## src/rtl/bit_serializer_if.sv

```systemverilog
// Handshake and serial-output bundle for bit_serializer.
// The master is the upstream word source; the slave is the serializer itself.
interface bit_serializer_if #(
   parameter int WIDTH = 8
);
   logic             in_valid;
   logic             in_ready;
   logic [WIDTH-1:0] in_data;
   logic             bit_en;
   logic             bit_d;
   logic             busy;
   logic             frame_done;

   modport master (
      output in_valid, in_data,
      input  in_ready, bit_en, bit_d, busy, frame_done
   );

   modport slave (
      input  in_valid, in_data,
      output in_ready, bit_en, bit_d, busy, frame_done
   );
endinterface

```

## src/rtl/bit_serializer.sv

```systemverilog
// Parallel-to-serial stage: takes WIDTH-bit words on a valid/ready handshake and
// emits them one bit per DIV clocks as a bit_d/bit_en strobe pair for the capture register.
module bit_serializer #(
   parameter int WIDTH     = 8,
   parameter int DIV       = 4,
   parameter bit LSB_FIRST = 1'b0
) (
   input logic            clk,
   input logic            rst_n,
   bit_serializer_if.slave bus
);
   localparam int DIV_W = $clog2((DIV < 2) ? 2 : DIV);
   localparam int IDX_W = $clog2(WIDTH);
   localparam logic [DIV_W-1:0] DIV_LAST = DIV_W'(DIV - 1);
   localparam logic [IDX_W-1:0] IDX_LAST = IDX_W'(WIDTH - 1);

   typedef enum logic {
      IDLE  = 1'b0,
      SHIFT = 1'b1
   } state_t;

   state_t             state, state_n;
   logic [WIDTH-1:0]   shift_q, shift_n;
   logic [IDX_W-1:0]   bit_idx, bit_idx_n;
   logic [DIV_W-1:0]   div_cnt, div_cnt_n;
   logic               bit_en_q, bit_en_n;
   logic               bit_d_q, bit_d_n;
   logic               done_q, done_n;
   logic               take;
   logic               emit_bit;

   // Ready also in the frame_done cycle so a waiting word can follow without a gap.
   assign bus.in_ready   = (state == IDLE) | done_q;
   assign bus.busy       = (state == SHIFT);
   assign bus.bit_en     = bit_en_q;
   assign bus.bit_d      = bit_d_q;
   assign bus.frame_done = done_q;

   assign take     = bus.in_valid & bus.in_ready;
   assign emit_bit = LSB_FIRST ? shift_q[0] : shift_q[WIDTH-1];

   always_comb begin
      // NOTE: every output of this block gets a default first, so no path can infer a latch.
      state_n   = state;
      shift_n   = shift_q;
      bit_idx_n = bit_idx;
      div_cnt_n = div_cnt;
      bit_en_n  = 1'b0;
      bit_d_n   = bit_d_q;
      done_n    = 1'b0;

      if (take) begin
         shift_n   = bus.in_data;
         bit_idx_n = '0;
         div_cnt_n = '0;
         state_n   = SHIFT;
      end else if (state == SHIFT) begin
         // The frame_done cycle belongs to the finished frame; without a new word, stop here.
         if (done_q) begin
            state_n = IDLE;
         end else if (div_cnt == DIV_LAST) begin
            bit_en_n  = 1'b1;
            bit_d_n   = emit_bit;
            shift_n   = LSB_FIRST ? (shift_q >> 1) : (shift_q << 1);
            div_cnt_n = '0;
            if (bit_idx == IDX_LAST) begin
               done_n    = 1'b1;
               bit_idx_n = '0;
            end else begin
               bit_idx_n = bit_idx + IDX_W'(1);
            end
         end else begin
            div_cnt_n = div_cnt + DIV_W'(1);
         end
      end
   end

   // NOTE: sequential state uses non-blocking assignments so all flops update from pre-edge values.
   always_ff @(posedge clk or negedge rst_n) begin
      if (!rst_n) begin
         state    <= IDLE;
         shift_q  <= '0;
         bit_idx  <= '0;
         div_cnt  <= '0;
         bit_en_q <= 1'b0;
         bit_d_q  <= 1'b0;
         done_q   <= 1'b0;
      end else begin
         state    <= state_n;
         shift_q  <= shift_n;
         bit_idx  <= bit_idx_n;
         div_cnt  <= div_cnt_n;
         bit_en_q <= bit_en_n;
         bit_d_q  <= bit_d_n;
         done_q   <= done_n;
      end
   end
endmodule

```

## src/flat_wrapper.sv

```systemverilog
// flat-port wrapper written by rule: the top's interface ports become plain ports
module bit_serializer_flat 
#(
   parameter int WIDTH     = 8,
   parameter int DIV       = 4,
   parameter bit LSB_FIRST = 1'b0
)
  (clk, rst_n, bus_in_valid, bus_in_data, bus_in_ready, bus_bit_en, bus_bit_d, bus_busy, bus_frame_done);
  bit_serializer_if #(.WIDTH(WIDTH)) bus_i ();
  input logic clk;
  input logic rst_n;
  input wire logic [$bits(bus_i.in_valid)-1:0] bus_in_valid;
  input wire logic [$bits(bus_i.in_data)-1:0] bus_in_data;
  output wire logic [$bits(bus_i.in_ready)-1:0] bus_in_ready;
  output wire logic [$bits(bus_i.bit_en)-1:0] bus_bit_en;
  output wire logic [$bits(bus_i.bit_d)-1:0] bus_bit_d;
  output wire logic [$bits(bus_i.busy)-1:0] bus_busy;
  output wire logic [$bits(bus_i.frame_done)-1:0] bus_frame_done;
  assign bus_i.in_valid = bus_in_valid;
  assign bus_i.in_data = bus_in_data;
  assign bus_in_ready = bus_i.in_ready;
  assign bus_bit_en = bus_i.bit_en;
  assign bus_bit_d = bus_i.bit_d;
  assign bus_busy = bus_i.busy;
  assign bus_frame_done = bus_i.frame_done;
  bit_serializer #(.WIDTH(WIDTH), .DIV(DIV), .LSB_FIRST(LSB_FIRST)) u_core (.clk(clk), .rst_n(rst_n), .bus(bus_i));
endmodule
```

## config.mk

```make
export PLATFORM = sky130hd
export DESIGN_NAME = bit_serializer_flat
export DESIGN_NICKNAME = d
export VERILOG_FILES = /design/src/rtl/bit_serializer_if.sv /design/src/rtl/bit_serializer.sv /design/src/flat_wrapper.sv
export SDC_FILE = /design/constraint.sdc
export NUM_CORES = 1
export LEC_CHECK = 0
export ABC_AREA = 0
export BUFFER_PORTS_ARGS = -buffer_cell sky130_fd_sc_hd__buf_2
export CAP_MARGIN = 20
export CORE_MARGIN = 4
export CORE_UTILIZATION = 45
export CTS_BUF_LIST = sky130_fd_sc_hd__clkbuf_16
export DETAILED_ROUTE_END_ITERATION = 12
export MAX_ROUTING_LAYER = met4
export PLACE_DENSITY_LB_ADDON = 0.05
export SETUP_SLACK_MARGIN = 0.02
export SYNTH_ARGS = -nofsm -noshare
export SYNTH_HDL_FRONTEND = slang
export SYNTH_SLANG_ARGS = --single-unit
```

## constraint.sdc

```tcl
create_clock -name clk -period 1.94 [get_ports clk]
set_input_delay 0.388 -clock clk [delete_from_list [all_inputs] [get_ports clk]]
set_output_delay 0.388 -clock clk [all_outputs]
set_load 0.05 [all_outputs]
```

=== Word-level counts from Yosys, hierarchy flattened ===
Cells that the tools add are included.

* Flip-flop bits (word level): 17
* Bits of input ports: 11
* Output and inout bits: 5
* Word-level logic and storage cells: 47

* Reduce and logical (&&, ||, !) cells: 5
* Bitwise logic cells: 5
* Add/subtract/negate cells: 2
* Muxes and demuxes: 25
* Eq/ne operators: 3

{| class="wikitable"
|+ Operators by type and width
! operator !! number
|-
| $mux W8 || 4
|-
| $mux W3 || 5
|-
| $mux W1 || 12
|-
| $mux W2 || 4
|-
| $reduce_and A4 Y1 || 1
|-
| $reduce_bool A2 Y1 || 2
|-
| $add A3 B1 Y3 const B || 1
|-
| $eq A3 B3 Y1 const B || 1
|-
| $not A1 Y1 || 3
|-
| $reduce_and A3 Y1 || 1
|-
| $add A2 B1 Y2 const B || 1
|-
| $eq A2 B2 Y1 const B || 1
|-
| $ne A2 B2 Y1 const B || 1
|-
| $reduce_and A2 Y1 || 1
|-
| $and A1 B1 Y1 || 1
|-
| $or A1 B1 Y1 || 1
|}

=== Depth between registers and ports, before layout ===
Gate-level depths: netlist of the first run.

* Depth in word-level cells: 6
* Mapped depth: 5
* Mapped depth without buffers: 5

=== Worst setup path before layout of the first run ===
No wires, ideal clock.

* Path kind: register to output
* Start point: reg u_core.done_q (netlist: u_core.bus.frame_done)
* End point: out bus_in_ready
* Data arrival time: 1,326 ps
* Required time: 1,552 ps
* Buffers on the path: 1
* Cell stages (with the launch flop): 4
* Slack: 226 ps
* Path through: dfrtp_1 -> and2b_2 -> inv_2 -> buf_2

* Longest elaborated chain between the ends: 1

{| class="wikitable"
|+ Ends and longest elaborated chain
! element !! line !! text
|-
| start, declared || bit_serializer.sv:28 || <nowiki>logic done_q, done_n;</nowiki>
|-
| start signal, assigned || bit_serializer.sv:95 || <nowiki>done_q <= done_n;</nowiki>
|-
| $or A1 B1 Y1 || bit_serializer.sv:33 || <nowiki>assign bus.in_ready = (state == IDLE) | done_q;</nowiki>
|-
| end, declared || flat_wrapper.sv:14 || <nowiki>output wire logic [$bits(bus_i.in_ready)-1:0] bus_in_ready;</nowiki>
|}

Every way passes these cells.

=== Worst setup path in the final report of the first run ===
* Start point: reg u_core.state (netlist: u_core.bus.busy)
* End point: out bus_in_ready

* Longest elaborated chain between the ends: 2

{| class="wikitable"
|+ Ends and longest elaborated chain
! element !! line !! text
|-
| start, declared || bit_serializer.sv:22 || <nowiki>state_t state, state_n;</nowiki>
|-
| start signal, assigned || bit_serializer.sv:89 || <nowiki>state <= state_n;</nowiki>
|-
| $not A1 Y1 || bit_serializer.sv:33 ||
|-
| $or A1 B1 Y1 || bit_serializer.sv:33 ||
|}

Every way passes these cells.

==> reports/results.ini, run 1 <==
[outcome]
status=finished, final reports clean

[power_and_ir_drop]
power.density_nw_per_um2=1600
p_leak_nw=0.430
pwr-share-comb_pct=34.0
p_int_mw=1.01
netSwitchingFraction_pct=31.9
peakVddDrop_mv=1.22
power_switching_mw=0.475
seqPwrFrac_pct=38.7
clockPowerShare_pct=27.3

[worst_setup_path]
endpoint_kind=output pin
worstSetupPathType=register to output pin
max_stage_delay_ps=390
cp_max_fo=13
crit_required_ps=1550
cp-start-kind=register
worst-path-buf-inv=2
crit_arrival_ps=1380
crit_slowest_cell=dfrtp_1
crit_chain=and2b_2 > inv_2 > buf_2
crit_family=buffers and inverters

[synthesis]
synthAdderAreaFrac_pct=4.93
ys_seq_elements=17
yosysTopAreaCellShare_pct=55.9
netlist_top_cells_area=dfrtp_1 (56%), o221a_1 (10%), nand3b_1 (9.9%)
synth_simple_gate_area_share_pct=14.6
yosys.area.top_type=dfrtp_1
synth_area_per_cell_sq_um=12.9
ys_types=20
syn_inst=59
syn_nets=73
synth-compound-area-share_pct=16.6
synth_top_family_by_area=compound AO/OA/AOI/OAI gates
synth_area_sq_um=761
ys_seq_area_share_pct=55.9
synthXorXnorAreaFrac_pct=0
synthMuxAreaShare_pct=4.77
yosysWarnings=0

[die]
rows=14
die_x_um=49.1
io_pins=16
coreArea_sq_um=1560
die_area_sq_um=2410
start_util_pct=48.8
die_y_um=49.1

[cts]
cts_hold_buf=0
insertion_delay_ps=250
clockBufferDepth=2
cts_tree=built
cts_setup_buffers=0
cts_max_level=1
cts-resized-gates=0
clock-sinks=17
clkTransAtPathRegs_ps=50
cts_buffers=3
root_buffer=clkbuf_16

[min_path]
holdCritPathClass=input pin to async pin

[global_route]
grt_pass1_vias=509
grt_max_degree=18
grtUsageTotal_pct=13.1
antenna_found_initial=0
grt_pass1_wl_um=2380
grt-ovfl-total=0

[finish]
area_growth_pct=21.9
drive_gt1_share_pct=30.3
diodes=0
nNetsFinal=91

[run]
cap_violations=0

[placement]
dp_hpwl_um=1000
pre_cts_ws_ps=412
numPortBuffers=15
gp_congestion=0.728

[timing]
slew_headroom_pct=73.5
period_minus_slack_ps=1760
drv_slew=0
clock.fmax_mhz=567
fin_skew_ps=3.44
fin_tns_setup_ps=0
rsz0062_at_grt=false
fin_crit_sh_pct=90.9
worst_pin_slew_ps=397
layout_setup_ws_ps=177
setup_violations=0
hold_viol=0

[detailed_routing]
drtIter0Drc=10
drtAntennaViolNets=0
drt-total-wl_um=1350
routedWlPerCell_um=14.7
route.vias.total=539
viasPerCell=5.86
first_pass_iters=4
drc=0

==> worst register-to-register path: cells and delay by family (launching register included) <==
family	cells	cell delay, ps
flip-flops	1	390
multiplexers	1	370
AND/OR/NAND/NOR	1	240
AO/OA/AOI/OAI	1	240
buffers and inverters	1	190
==> cells in the final DEF (no fill, tap or decap) <==
cell,n
clkinv_2,1
nor3_1,2
and2b_2,1
a21o_1,2
inv_2,1
nand3b_1,10
nand2_1,2
o221a_1,7
ha_1,3
buf_2,15
mux2_2,1
o21ai_0,1
mux2i_1,1
clkbuf_16,3
nor2_1,1
mux2_4,1
dfrtp_1,17
a22o_1,2
and3_1,1
inv_1,3
a32o_1,1
==> cells in the mapped netlist <==
library cell and number:
nor2_1 1, inv_2 1, ha_1 3, o21ai_0 1, a21o_1 2, mux2i_1 1, buf_2 1, and3_1 1
a22o_1 2, mux2_2 1, nand3b_1 10, and2b_2 1, clkbuf_1 1, dfrtp_1 17, nand2_1 2, a32o_1 1
inv_1 3, mux2_4 1, o221a_1 7, nor3_1 2
==> stage by stage <==
stage	hold WS [ps]	std cells	util [%]	cell area, sq um	total power [mW]
2_1_floorplan	92.4	59	-	761	0.972
3_3_place_gp	326	88	54.3	847	1.08
5_1_grt	74.3	92	59.5	927	1.60
3_5_place_dp	324	88	54.3	847	1.09
6_report	46.6	92	59.5	927	1.49
4_1_cts	57.9	92	59.5	927	1.51
==> sequential cells by signal (all words and copies together) (netlist names) <==
register	count
u_core.bus.bit_d	1
u_core.bit_idx	3
u_core.bus.busy	1
u_core.shift_q	8
u_core.bus.bit_en	1
u_core.div_cnt	2
u_core.bus.frame_done	1
==> final cells by class <==
cell class | count | area, sq um
repair buffers | 15 | 75.1
clock inverters | 1 | 5.00
clock buffers | 3 | 75.1
well taps | 16 | 20.0
flip-flops and latches | 17 | 425
fillers | 125 | 632
inverters | 4 | 15.0
multi-input cells | 36 | 312
==> cell families (layout without fill, tap and decap cells) <==
kind of cell | after synthesis | count (layout)
AO/OA/AOI/OAI | 13 | 13
multiplexers | 3 | 3
flip-flops | 17 | 17
buffers and inverters | 6 | 23
adder cells (fa/ha/maj) | 3 | 3
AND/OR/NAND/NOR | 17 | 17
==> power by group through the flow <==
| stage | logic [mW] | clock network (mW) | registers (mW) |
|---|---|---|---|
| after floorplan | 0.358 | 0 | 0.614 |
| final | 0.506 | 0.405 | 0.575 |
| after CTS | 0.513 | 0.419 | 0.575 |
| after global routing | 0.571 | 0.434 | 0.596 |
| after detailed placement | 0.509 | 0 | 0.581 |
| after global placement | 0.503 | 0 | 0.582 |
==> worst paths after layout <==
kind	cells after the start	slack [ps]	endpoint	startpoint
max in group asynchronous	1	1630	u_core.div_cnt[0]	rst_n
worst min register to register	1	500	u_core.bus.bit_d	u_core.bus.bit_d
min in group clk	2	400	u_core.shift_q[0]	bus_in_data[0]
worst min-delay path	1	50	u_core.bus.bit_d	rst_n
worst max register to register	4	400	u_core.shift_q[7]	u_core.bus.busy
worst max-delay path	3	180	bus_in_ready	u_core.bus.busy
==> layer usage <==
metal | up-vias | share of wire, % | wire length, um | GRT usage, %
li1 | 256 | - | - | -
met1 | 268 | 48 | 647 | 17.3
met2 | 12 | 46 | 627 | 17.9
met3 | 3 | 5.1 | 69 | 5.50
met4 | 0 | 0.59 | 8 | 4.27
met5 | - | 0 | 0 | -
Note: power is estimated with default switching activity, not from simulation.
==> inputs of run 2 (changes only) <==
--- a/config.mk
+++ b/config.mk
@@ -8,8 +8,11 @@
 export ABC_AREA = 0
 export BUFFER_PORTS_ARGS = -buffer_cell sky130_fd_sc_hd__buf_2
 export CAP_MARGIN = 20
+export CELL_PAD_IN_SITES_DETAIL_PLACEMENT = 0
+export CELL_PAD_IN_SITES_GLOBAL_PLACEMENT = 2
+export CORE_ASPECT_RATIO = 1.4
 export CORE_MARGIN = 4
-export CORE_UTILIZATION = 45
+export CORE_UTILIZATION = 34
 export CTS_BUF_LIST = sky130_fd_sc_hd__clkbuf_16
 export DETAILED_ROUTE_END_ITERATION = 12
 export MAX_ROUTING_LAYER = met4
@@ -18,3 +21,4 @@
 export SYNTH_ARGS = -nofsm -noshare
 export SYNTH_HDL_FRONTEND = slang
 export SYNTH_SLANG_ARGS = --single-unit
+export TNS_END_PERCENT = 100
==> reports/results.ini, run 2 (synthesis gave the netlist of run 1 again) <==
[run]
cap_violations=0  ; unchanged

[die]
die_y_um=64.0  ; +30%
io_pins=16  ; unchanged
start_util_pct=35.3  ; -13 points
rows=20  ; +6
coreArea_sq_um=2150  ; +38%
die_x_um=48.0  ; -2.3%
die_area_sq_um=3070  ; +27%

[detailed_routing]
viasPerCell=5.31  ; -9.4%
routedWlPerCell_um=15.6  ; +6.4%
drt-total-wl_um=1530  ; +13%
drtAntennaViolNets=0  ; unchanged
route.vias.total=520  ; -3.5%
drtIter0Drc=10  ; unchanged
first_pass_iters=3  ; -1
drc=0  ; unchanged

[global_route]
antenna_found_initial=0  ; unchanged
grt_pass1_vias=574  ; +13%
grtUsageTotal_pct=12.2  ; -0.87 points
grt_pass1_wl_um=2550  ; +7.0%
grt-ovfl-total=0  ; unchanged
grt_max_degree=18  ; unchanged

[power_and_ir_drop]
fin_total_pwr_mw=1.50  ; +0.62%
p_leak_nw=0.430  ; unchanged
power.density_nw_per_um2=1600  ; -0.18%
peakVddDrop_mv=0.649  ; -47%

[worst_setup_path]
cp-start-kind=register
endpoint_kind=output pin
worstSetupPathType=register to output pin
cp_max_fo=13  ; unchanged
crit_arrival_ps=1390  ; about the same
rrSetupSlack_ps=390  ; about the same
crit_required_ps=1550  ; about the same

[finish]
largest_register=u_core.shift_q
nNetsFinal=91  ; unchanged
diodes=0  ; unchanged
final_cell_mix=dfrtp_1 (17), buf_2 (15), nand3b_1 (10)
area_growth_pct=22.9
drive_gt1_share_pct=30.3  ; unchanged
reg.largest.list=u_core.shift_q x8, u_core.bit_idx x3, u_core.div_cnt x2
final_util_pct=43.4  ; -16 points
final_common_cell=dfrtp_1
largest_reg_flops=8  ; unchanged

[timing]
clock.fmax_mhz=562  ; -0.86%
layout_setup_ws_ps=162  ; -15.2 ps
hold_viol=0  ; unchanged
rsz0062_at_grt=false
period_minus_slack_ps=1780  ; +15.2 ps
drv_slew=0  ; unchanged
slew_headroom_pct=70.2  ; -3.3 points
setup_violations=0  ; unchanged
fin_skew_ps=2.51  ; -0.929 ps
fin_crit_sh_pct=91.7  ; +0.78 points
fin_tns_setup_ps=0  ; unchanged
worst_pin_slew_ps=445  ; +48.7 ps

[cts]
cts-resized-gates=0  ; unchanged
clockBufferDepth=2  ; unchanged
cts_buffers=3  ; unchanged
clock-sinks=17  ; unchanged
insertion_delay_ps=250  ; about the same
cts_tree=built
clkTransAtPathRegs_ps=50  ; about the same
root_buffer=clkbuf_16
cts_hold_buf=0  ; unchanged
cts_setup_buffers=0  ; unchanged
cts_max_level=1  ; unchanged

[outcome]
status=finished, final reports clean

[placement]
gp_congestion=0.647  ; -11%
pre_cts_ws_ps=392  ; -20.1 ps
dp_hpwl_um=1070  ; +6.3%
numPortBuffers=15  ; unchanged

[min_path]
holdCritPathClass=input pin to async pin

-- run 2: cell counts in the layout (fill, tap and decap cells not counted) --
Identical to the previous run, type by type.
-- run 2: where the power goes --
group	internal [mW]	switching, mW
logic	0.238	0.273
registers	0.497	0.0802
clock network	0.276	0.132
total	1.01	0.485
-- run 2: per-layer routing --
metal	track usage, %	wire [um]	up-vias
li1	-	-	257
met1	14.4	634	246
met2	18.2	773	12
met3	2.82	82	5
met4	7.07	42	0
met5	-	0	-
-- run 2: final cells by class --
class	instances	area, sq um
multi-input cells	36	312
inverters	4	15.0
repair buffers	15	75.1
clock inverters	1	5.00
flip-flops and latches	17	425
clock buffers	3	75.1
well taps	22	27.5
fillers	201	1220
-- run 2: final timing paths --
check | startpoint | end | cells past startpoint
worst min register to register | u_core.bus.bit_d | u_core.bus.bit_d | 1
worst max-delay path | u_core.bus.busy | bus_in_ready | 3
worst min-delay path | rst_n | u_core.shift_q[5] | 1
min in group clk | bus_in_data[0] | u_core.shift_q[0] | 2
max in group asynchronous | rst_n | u_core.shift_q[2] | 1
worst max register to register | u_core.bus.busy | u_core.shift_q[2] | 4
-- run 2: through the flow --
stage,area (sq um),instances,hold slack (ps)
2_1_floorplan,761,59,92.4
3_3_place_gp,855,94,331
3_5_place_dp,855,94,333
4_1_cts,935,98,71.3
5_1_grt,935,98,84.0
6_report,935,98,59.0
-- run 2: worst max-delay path, cell delays in order (launching register included) --
cell and delay (ps):
dfrtp_1 390, and2b_2 240, inv_2 200, buf_2 310
